[config.mk]
export PLATFORM = sky130hd
export DESIGN_NAME = prog_timer
export DESIGN_NICKNAME = d
export VERILOG_FILES = /design/src/rtl/prog_timer.sv
export SDC_FILE = /design/constraint.sdc
export NUM_CORES = 1
export LEC_CHECK = 0
export CORE_MARGIN = 1.5
export CORE_UTILIZATION = 50
export DETAILED_ROUTE_END_ITERATION = 16
export GPL_TIMING_DRIVEN = 1
export PLACE_DENSITY = 0.77
export SLEW_MARGIN = 20
export SYNTH_ARGS = -nofsm -noshare
export SYNTH_HDL_FRONTEND = slang
export SYNTH_SLANG_ARGS = --single-unit
[constraint.sdc]
create_clock -name clk -period 3.32 [get_ports clk]
set_input_delay 0.498 -clock clk [delete_from_list [all_inputs] [get_ports clk]]
set_output_delay 0.498 -clock clk [all_outputs]
set_load 0.05 [all_outputs]
[src/rtl/prog_timer.sv]
// prog_timer: programmable down-count timer.
//   A start loads a tick count N (0 is taken as 1) and a one-shot/periodic mode.
//   The count steps down once every PRESCALE clocks. expire pulses for one cycle
//   at the end of each period. hold pauses the prescaler and the count. abort
//   returns the timer to IDLE.
// Ports:
//   clk, rst_n        rising-edge clock, async active-low reset
//   start             load load_val/periodic and (re)start, from any state
//   load_val[W]       tick count N, sampled on start
//   periodic          sampled on start: 1 = auto-reload, 0 = one-shot
//   hold              level; freezes prescaler and count while running
//   abort             cancel the run and return to IDLE (start has priority)
//   expire            1-cycle end-of-period pulse (combinational from regs + hold)
//   done / busy       IDLE / RUN (busy includes held cycles)
//   count[W]          current remaining count
module prog_timer #(
  parameter int W        = 16,
  parameter int PRESCALE = 1
) (
  input  logic         clk,
  input  logic         rst_n,
  input  logic         start,
  input  logic [W-1:0] load_val,
  input  logic         periodic,
  input  logic         hold,
  input  logic         abort,
  output logic         expire,
  output logic         done,
  output logic         busy,
  output logic [W-1:0] count
);

  localparam int PW = (PRESCALE > 1) ? $clog2(PRESCALE) : 1;
  localparam logic [PW-1:0] P_LAST = PW'(PRESCALE - 1);

  localparam logic [0:0] S_IDLE = 1'b0;
  localparam logic [0:0] S_RUN  = 1'b1;

  logic [0:0]    state;
  logic [W-1:0]  q;
  logic [PW-1:0] p;
  logic [W-1:0]  rld;
  logic          per;

  logic [W-1:0]  ld;
  logic          run;
  logic          tick;

  // A zero load acts as a one-tick period; the max value loads as-is, so no overflow.
  assign ld     = (load_val == '0) ? W'(1) : load_val;
  assign run    = (state == S_RUN);
  // With PRESCALE=1, P_LAST is 0 and p never leaves 0, so every unheld RUN cycle ticks.
  assign tick   = run && !hold && (p == P_LAST);
  assign expire = tick && (q == '0);
  assign done   = (state == S_IDLE);
  assign busy   = run;
  assign count  = q;

  always_ff @(posedge clk or negedge rst_n) begin
    if (!rst_n) begin
      state <= S_IDLE;
      q     <= '0;
      p     <= '0;
      rld   <= '0;
      per   <= 1'b0;
    end else if (start) begin
      state <= S_RUN;
      q     <= ld - W'(1);
      rld   <= ld;
      per   <= periodic;
      p     <= '0;
    end else if (abort) begin
      // q and p are left alone so count shows what remained at the abort.
      state <= S_IDLE;
    end else if (run && !hold) begin
      if (!tick) begin
        p <= p + PW'(1);
      end else if (q != '0) begin
        q <= q - W'(1);
        p <= '0;
      end else if (per) begin
        // Reload straight into the next period; there is no dead cycle.
        q <= rld - W'(1);
        p <= '0;
      end else begin
        state <= S_IDLE;
        p     <= '0;
      end
    end
  end

endmodule
==> results.md, run 1 <==
- FF/Latch Area: 875.8 µm²
- Crit end category: primary output
- Final Routed Wirelength: 5.373 mm
- Cell total after placement: 317
- Tcrit/Tclk final: 0.8608
- Total power draw: 0.001352 W
- Final RePlAce weighted congestion: 0.9222
- Post-synthesis sequential area ratio: 0.4072
- Worst Path Max Fanout: 6
- Total track usage: 0.2602
- Worst setup path class: register to primary output
- Post-Syn Area: 0.002151 mm²
- Hold Path Class: register to register
- Synth Instances: 231
- CP startpoint kind: register
- Vias in the first global route: 1867
- Root Driver: clkbuf_8
- 1st-iter DRT viols: 89
- H-tree depth: 2
- Worst EP arrival: 2.36 ns
- Synth top area cells: dfrtp_1, nand2_1, xnor2_1
- Hold_buf cts: 0
- Final Non-Filler Cells: 325
- Rows: 23
- Total clock buffers created by CTS: 5
- ANT nets after route: 0
- Net Count, Synth: 254
- Die area: 0.004704 mm²
- Async set-reset flop share out of synthesis: 1.000
- Area of the multi-input gates: 0.001162 mm²
- YS warnings: 0
- PD cells: 502.5 mW/mm²
- Unrepaired setup endpoints after global routing: false
- Number of synthesized flops with an enable pin: 0
- P_leak: 1.102 nW
- Worst hold start: rld[12]
- Slew margin rel.: 0.5887
- Status: finished, final reports clean
- Slew @ Worst Pin: 0.6170 ns
- Pin count of the biggest net entering global routing: 36
- Worst skew pair latency: 0.29 ns
- #FFs+latches synth: 35
- Layout Skew: 0.01028 ns
- Worst r2r src: count[9]
- Clk sink count: 35
- Final worst path period need: 2.858 ns
- CTS tree: done
- Critical path required time: 2.82 ns
- DRT Pass-1 Iters: 4
- Initial antenna violation count: 0
- Post CTS Setup Buffer Count: 0
- Mapped Avg Cell Area: 9.311 µm²
- # nets final: 297
- Antenna cells: 0
- Boundary Pins: 41
- Fill cells: 344
- Share of layout cells above drive strength 1: 0.1273
- Max Cap Viol: 0
- Count of final hold-check violations: 0
- Placement Cell Area: 0.002587 mm²
- Cell taking the most area after synthesis: dfrtp_1
- Core area: 0.004058 mm²
- Drt wl/cell: 16.53 µm
- Post-CTS sizing: 0
- Residual DRC: 0
- Area share of the largest cell type after synthesis: 0.4072
- Initial Util: 0.5301
- Top FF cell, synth: dfrtp_1
- DR vias: 1882
- FMAX: 349.9 MHz
- Clock transition at the registers of the reported paths: 0.08 ns
- Total grt overflow: 0
- Beginning of the critical path: count[11]
- Die Span Y: 68.59 µm
- Vias per inst: 5.791
- Chip width: 68.59 µm
- Sum Neg Setup Slack: 0 ns
- IO Port Bufs: 40
- Count of different cell masters after synthesis: 50
- Synth-to-Final Area Change: 25.07%
- Maximum clock path buffer count: 2
- Finished layout cell area: 0.002690 mm²
- Setup Viol. Count Final: 0
- Max VDD drop: 0.3073 mV
- First-pass GRT wire length: 8.914 mm
- Final Max Tran Viols: 0
- DP HPWL: 3.864 mm
## critical path: stages (launching register included)
cell	delay, ns
dfrtp_1	0.43
or4_4	0.56
nor4_4	0.35
nand3_1	0.19
nor2_1	0.12
dlymetal6s2s_1	0.42
## power by group
group          leakage (nW)  total (W)  switching, W  internal (W)
logic                 0.630   0.000462      0.000289      0.000173
registers             0.421   0.000544     0.0000660      0.000478
clock network        0.0515   0.000345      0.000156      0.000189
## layout by cell type (no fill, tap or decap), types with 3 or more instances in the layout
| cell type | instances |
|---|---|
| nand2_1 | 41 |
| clkdlybuf4s50_1 | 39 |
| dfrtp_1 | 35 |
| nor2_1 | 16 |
| o21ai_0 | 12 |
| inv_1 | 11 |
| o21ai_1 | 11 |
| a21oi_1 | 8 |
| xnor2_1 | 8 |
| nand3_1 | 7 |
| clkbuf_8 | 7 |
| buf_4 | 6 |
| nor3_1 | 4 |
| nor4_1 | 4 |
| o31ai_2 | 4 |
| a41oi_1 | 4 |
| o21a_1 | 4 |
| a21boi_0 | 4 |
| nand4_1 | 3 |
| a21boi_1 | 3 |
| a31oi_1 | 3 |
| o31ai_1 | 3 |
| xor2_1 | 3 |
## cells by family (layout without fill, tap and decap cells)
logic type | after synthesis | after routing | synth area share
buffers and inverters | 21 | 65 | 0.05235
adders and majority gates | 1 | 1 | 0.005816
and+or+nand+nor | 96 | 96 | 0.2490
muxes | 2 | 2 | 0.01047
DFF | 35 | 35 | 0.4072
xor gates and xnor gates | 11 | 11 | 0.04480
AOI/OAI and AO/OA | 65 | 65 | 0.2304
## synth_stat cells, drive strengths merged (4+ instances only)
| cell type | instances |
|---|---|
| o21ai | 25 |
| nor2 | 16 |
| nor4 | 7 |
| nand2 | 43 |
| a21boi | 7 |
| inv | 11 |
| o31ai | 8 |
| xnor2 | 8 |
| dfrtp | 35 |
| a21oi | 8 |
| buf | 8 |
| o21a | 4 |
| nor3 | 6 |
| a41oi | 4 |
| nand3 | 7 |
## sequential cells by signal (all words and copies together) (netlist names)
signal  flops
p           1
rld        16
count      16
per         1
busy        1
## path summary, 6_finish.rpt
check,slack (ns),endpoint,cells after the start
setup / recovery,0.46,expire,5
hold / removal,0.48,rld[12],2
setup reg to reg,0.55,count[12],10
hold reg to reg,0.48,rld[12],2
max in group asynchronous,2.38,rld[12],2
min in group asynchronous,0.62,count[11],2
## stage by stage
stage	setup WS, ns	util	hold WS [ns]
after global placement	0.3888	0.6377	0.4590
after CTS	0.06702	0.6624	0.4820
final	0.4621	0.6630	0.4793
after floorplan	0.5637	-	0.2024
after detailed placement	0.3029	0.6377	0.4670
after global routing	0.2604	0.6630	0.4985
## routing by layer
layer  vias up  track usage  wire length (µm)
li1        911            -                 -
met1       903       0.3268              2331
met2        63       0.4363              2619
met3         5      0.06331               358
met4         0      0.08750                63
met5         -            0                 0
## final cells by class
cell class,count,share of cell area
repair buffers,46,0.1665
clock buffers,8,0.03721
well taps,50,0.02326
inverters,11,0.01535
multi-input cells,175,0.4321
flip-flops and latches,35,0.3256
No activity file was read; power rests on OpenSTA's default activity.
==> inputs of run 2 (changes only) <==
==> constraint.sdc (replaced) <==
create_clock -name clk -period 3.5 [get_ports clk]
set_input_delay 0.525 -clock clk [delete_from_list [all_inputs] [get_ports clk]]
set_output_delay 0.525 -clock clk [all_outputs]
set_load 0.05 [all_outputs]
==> run 2 against run 1 <==
  * Utilization shrank 0.71 points
  * Worst setup slack lost 0.24 ns
  * Via count grew 1.1%
  * Routed wire length shrank 2.7%
  * Non-clock buffer count shrank 1
  * Global-route usage shrank 0.99 points
  * Sequential power shrank 5.5%
  * Clock power shrank 17%
  * Largest cell class unchanged
  * Highest routed layer unchanged
==> results.md, run 2 (synthesis results as in run 1) <==
- Root Driver: clkbuf_8 (unchanged)
- Vias per inst: 5.870 (was 5.791)
- Maximum clock path buffer count: 2 (unchanged)
- Antenna cells: 0 (unchanged)
- CTS tree: done (unchanged)
- Routed length on met2: 2.478 mm (was 2.619 mm)
- Final Routed Wirelength: 5.227 mm (was 5.373 mm)
- Share of layout cells above drive strength 1: 0.1204 (was 0.1273)
- Worst setup path class: register to primary output (unchanged)
- Total clock buffers created by CTS: 5 (unchanged)
- IO Port Bufs: 40 (unchanged)
- Final Non-Filler Cells: 324 (was 325)
- Chip width: 68.59 µm (unchanged)
- Hold_buf cts: 0 (unchanged)
- Vias in the first global route: 1788 (was 1867)
- Unrepaired setup endpoints after global routing: false (unchanged)
- Clk sink count: 35 (unchanged)
- Met3 WL: 343 µm (was 358 µm)
- Sum Neg Setup Slack: 0 ns (unchanged)
- Pin count of the biggest net entering global routing: 36 (unchanged)
- Reg power frac: 0.415 (was 0.403)
- Clock transition at the registers of the reported paths: 0.07 ns (was 0.08 ns)
- CP cell instances: or4_4 > nor4_4 > nand3_1 > nor2_1 > clkdlybuf4s50_1 (was or4_4 > nor4_4 > nand3_1 > nor2_1 > dlymetal6s2s_1)
- Boundary Pins: 41 (unchanged)
- Slew @ Worst Pin: 0.5822 ns (was 0.6170 ns)
- # nets final: 296 (was 297)
- Count of final hold-check violations: 0 (unchanged)
- CP startpoint kind: register (unchanged)
- Final Max Tran Viols: 0 (unchanged)
- Total grt overflow: 0 (unchanged)
- Max layer used: met4 (unchanged)
- Worst EP arrival: 2.75 ns (was 2.36 ns)
- PD cells: 465.3 mW/mm² (was 502.5 mW/mm²)
- Cell total after placement: 316 (was 317)
- Initial antenna violation count: 0 (unchanged)
- Total track usage: 0.2503 (was 0.2602)
- Final worst path period need: 3.276 ns
- Worst skew pair latency: 0.30 ns (was 0.29 ns)
- Comb power frac: 0.353 (was 0.342)
- Die area: 0.004704 mm² (unchanged)
- ANT nets after route: 0 (unchanged)
- Status: finished, final reports clean (unchanged)
- 1st-iter DRT viols: 165 (was 89)
- H-tree depth: 2 (unchanged)
- Core area: 0.004058 mm² (unchanged)
- Max Cap Viol: 0 (unchanged)
- Max VDD drop: 0.2467 mV (was 0.3073 mV)
- Drt wl/cell: 16.13 µm (was 16.53 µm)
- Met1 Wirelength: 2.296 mm (was 2.331 mm)
- Final RePlAce weighted congestion: 0.8875 (was 0.9222)
- Net Sw Power: 0.0004814 W (was 0.0005105 W)
- Slowest CP cell: clkdlybuf4s50_1 (was or4_4)
- First-pass GRT wire length: 8.438 mm (was 8.914 mm)
- Die Span Y: 68.59 µm (unchanged)
- Residual DRC: 0 (unchanged)
- Crit-path max cell delay: 0.80 ns (was 0.56 ns)
- Layout Skew: 0.006058 ns (was 0.01028 ns)
- Tcrit/Tclk final: 0.9360
- Commonest cells after routing, fill and taps aside: nand2_1, clkdlybuf4s50_1, dfrtp_1 (unchanged)
- Hold Path Class: register to register (unchanged)
- Internal Power: 0.0007569 W (was 0.0008412 W)
- Setup Viol. Count Final: 0 (unchanged)
- Clk pwr share: 0.232 (was 0.255)
- DP HPWL: 3.898 mm (was 3.864 mm)
- Slew margin rel.: 0.6118 (was 0.5887)
- Net Sw Frac: 0.3887 (was 0.3777)
- DRT Pass-1 Iters: 7 (was 4)
- FMAX: 305.3 MHz
- Post CTS Setup Buffer Count: 0 (unchanged)
- DR vias: 1902 (was 1882)
- Fill cells: 340 (was 344)
- Worst Path Max Fanout: 6 (unchanged)
- Crit end category: primary output (unchanged)
- Post-CTS sizing: 0 (unchanged)
- Hold depth: 2 (unchanged)
- Most common cell after layout, fill and taps aside: nand2_1 (unchanged)
- Reg2Reg Depth: 10 (unchanged)
- Synth-to-Final Area Change: 23.73% (was 25.07%)
- Initial Util: 0.5301 (unchanged)
- Critical path required time: 2.97 ns (was 2.82 ns)
- Rows: 23 (unchanged)
- P_leak: 1.069 nW (was 1.102 nW)
run 2: area by class of cell:
type                            instances  area (µm²)  area share
Clock inverter                          1       5.005    0.001881
Multi-Input combinational cell        175        1162      0.4368
Inverter                               11       41.29     0.01551
Clock buffer                            7       76.32     0.02868
Sequential cell                        35       875.8      0.3291
Timing Repair Buffer                   45       437.9      0.1646
Tap cell                               50       62.56     0.02351
run 2: per-stage QoR:
step | utilization | hold WS (ns) | instance area (µm²) | setup WS (ns) | power (W)
3_3_place_gp | 0.6358 | 0.4635 | 2580 | 0.5076 | 0.0009519
5_1_grt | 0.6559 | 0.5066 | 2661 | 0.1144 | 0.001300
6_report | 0.6559 | 0.4899 | 2661 | 0.2241 | 0.001238
2_1_floorplan | - | 0.2294 | 2151 | 0.7167 | 0.0008098
4_1_cts | 0.6559 | 0.4924 | 2661 | 0.2121 | 0.001243
3_5_place_dp | 0.6358 | 0.4744 | 2580 | 0.3983 | 0.0009579
run 2: power by group through the flow:
stage | registers [W] | clock network [W] | logic [W]
global route | 0.000522 | 0.000310 | 0.000469
detailed placement | 0.000521 | 0 | 0.000437
global placement | 0.000521 | 0 | 0.000431
CTS | 0.000514 | 0.000291 | 0.000439
floorplan | 0.000622 | 0 | 0.000188
finish | 0.000514 | 0.000288 | 0.000437
run 2: metal layers:
metal / track usage / up-vias
met2: 0.4002 / 65
met1: 0.3209 / 918
met3: 0.06494 / 11
li1: - / 908
met5: 0 / -
met4: 0.1025 / 0
run 2: worst max-delay path: cells and delay by family (launching register included):
| family | cells | cell delay, ns |
|---|---|---|
| and+or+nand+nor | 4 | 1.23 |
| buffers and inverters | 1 | 0.80 |
| DFF | 1 | 0.42 |
run 2: path summary, 6_finish.rpt:
| check | start | endpoint | slack [ns] |
|---|---|---|---|
| setup reg to reg | count[9] | count[10] | 0.65 |
| setup / recovery | count[11] | expire | 0.22 |
| min in group asynchronous | rst_n | rld[5] | 0.64 |
| hold reg to reg | rld[10] | rld[10] | 0.49 |
| max in group asynchronous | rst_n | count[7] | 2.55 |
| hold / removal | rld[10] | rld[10] | 0.49 |
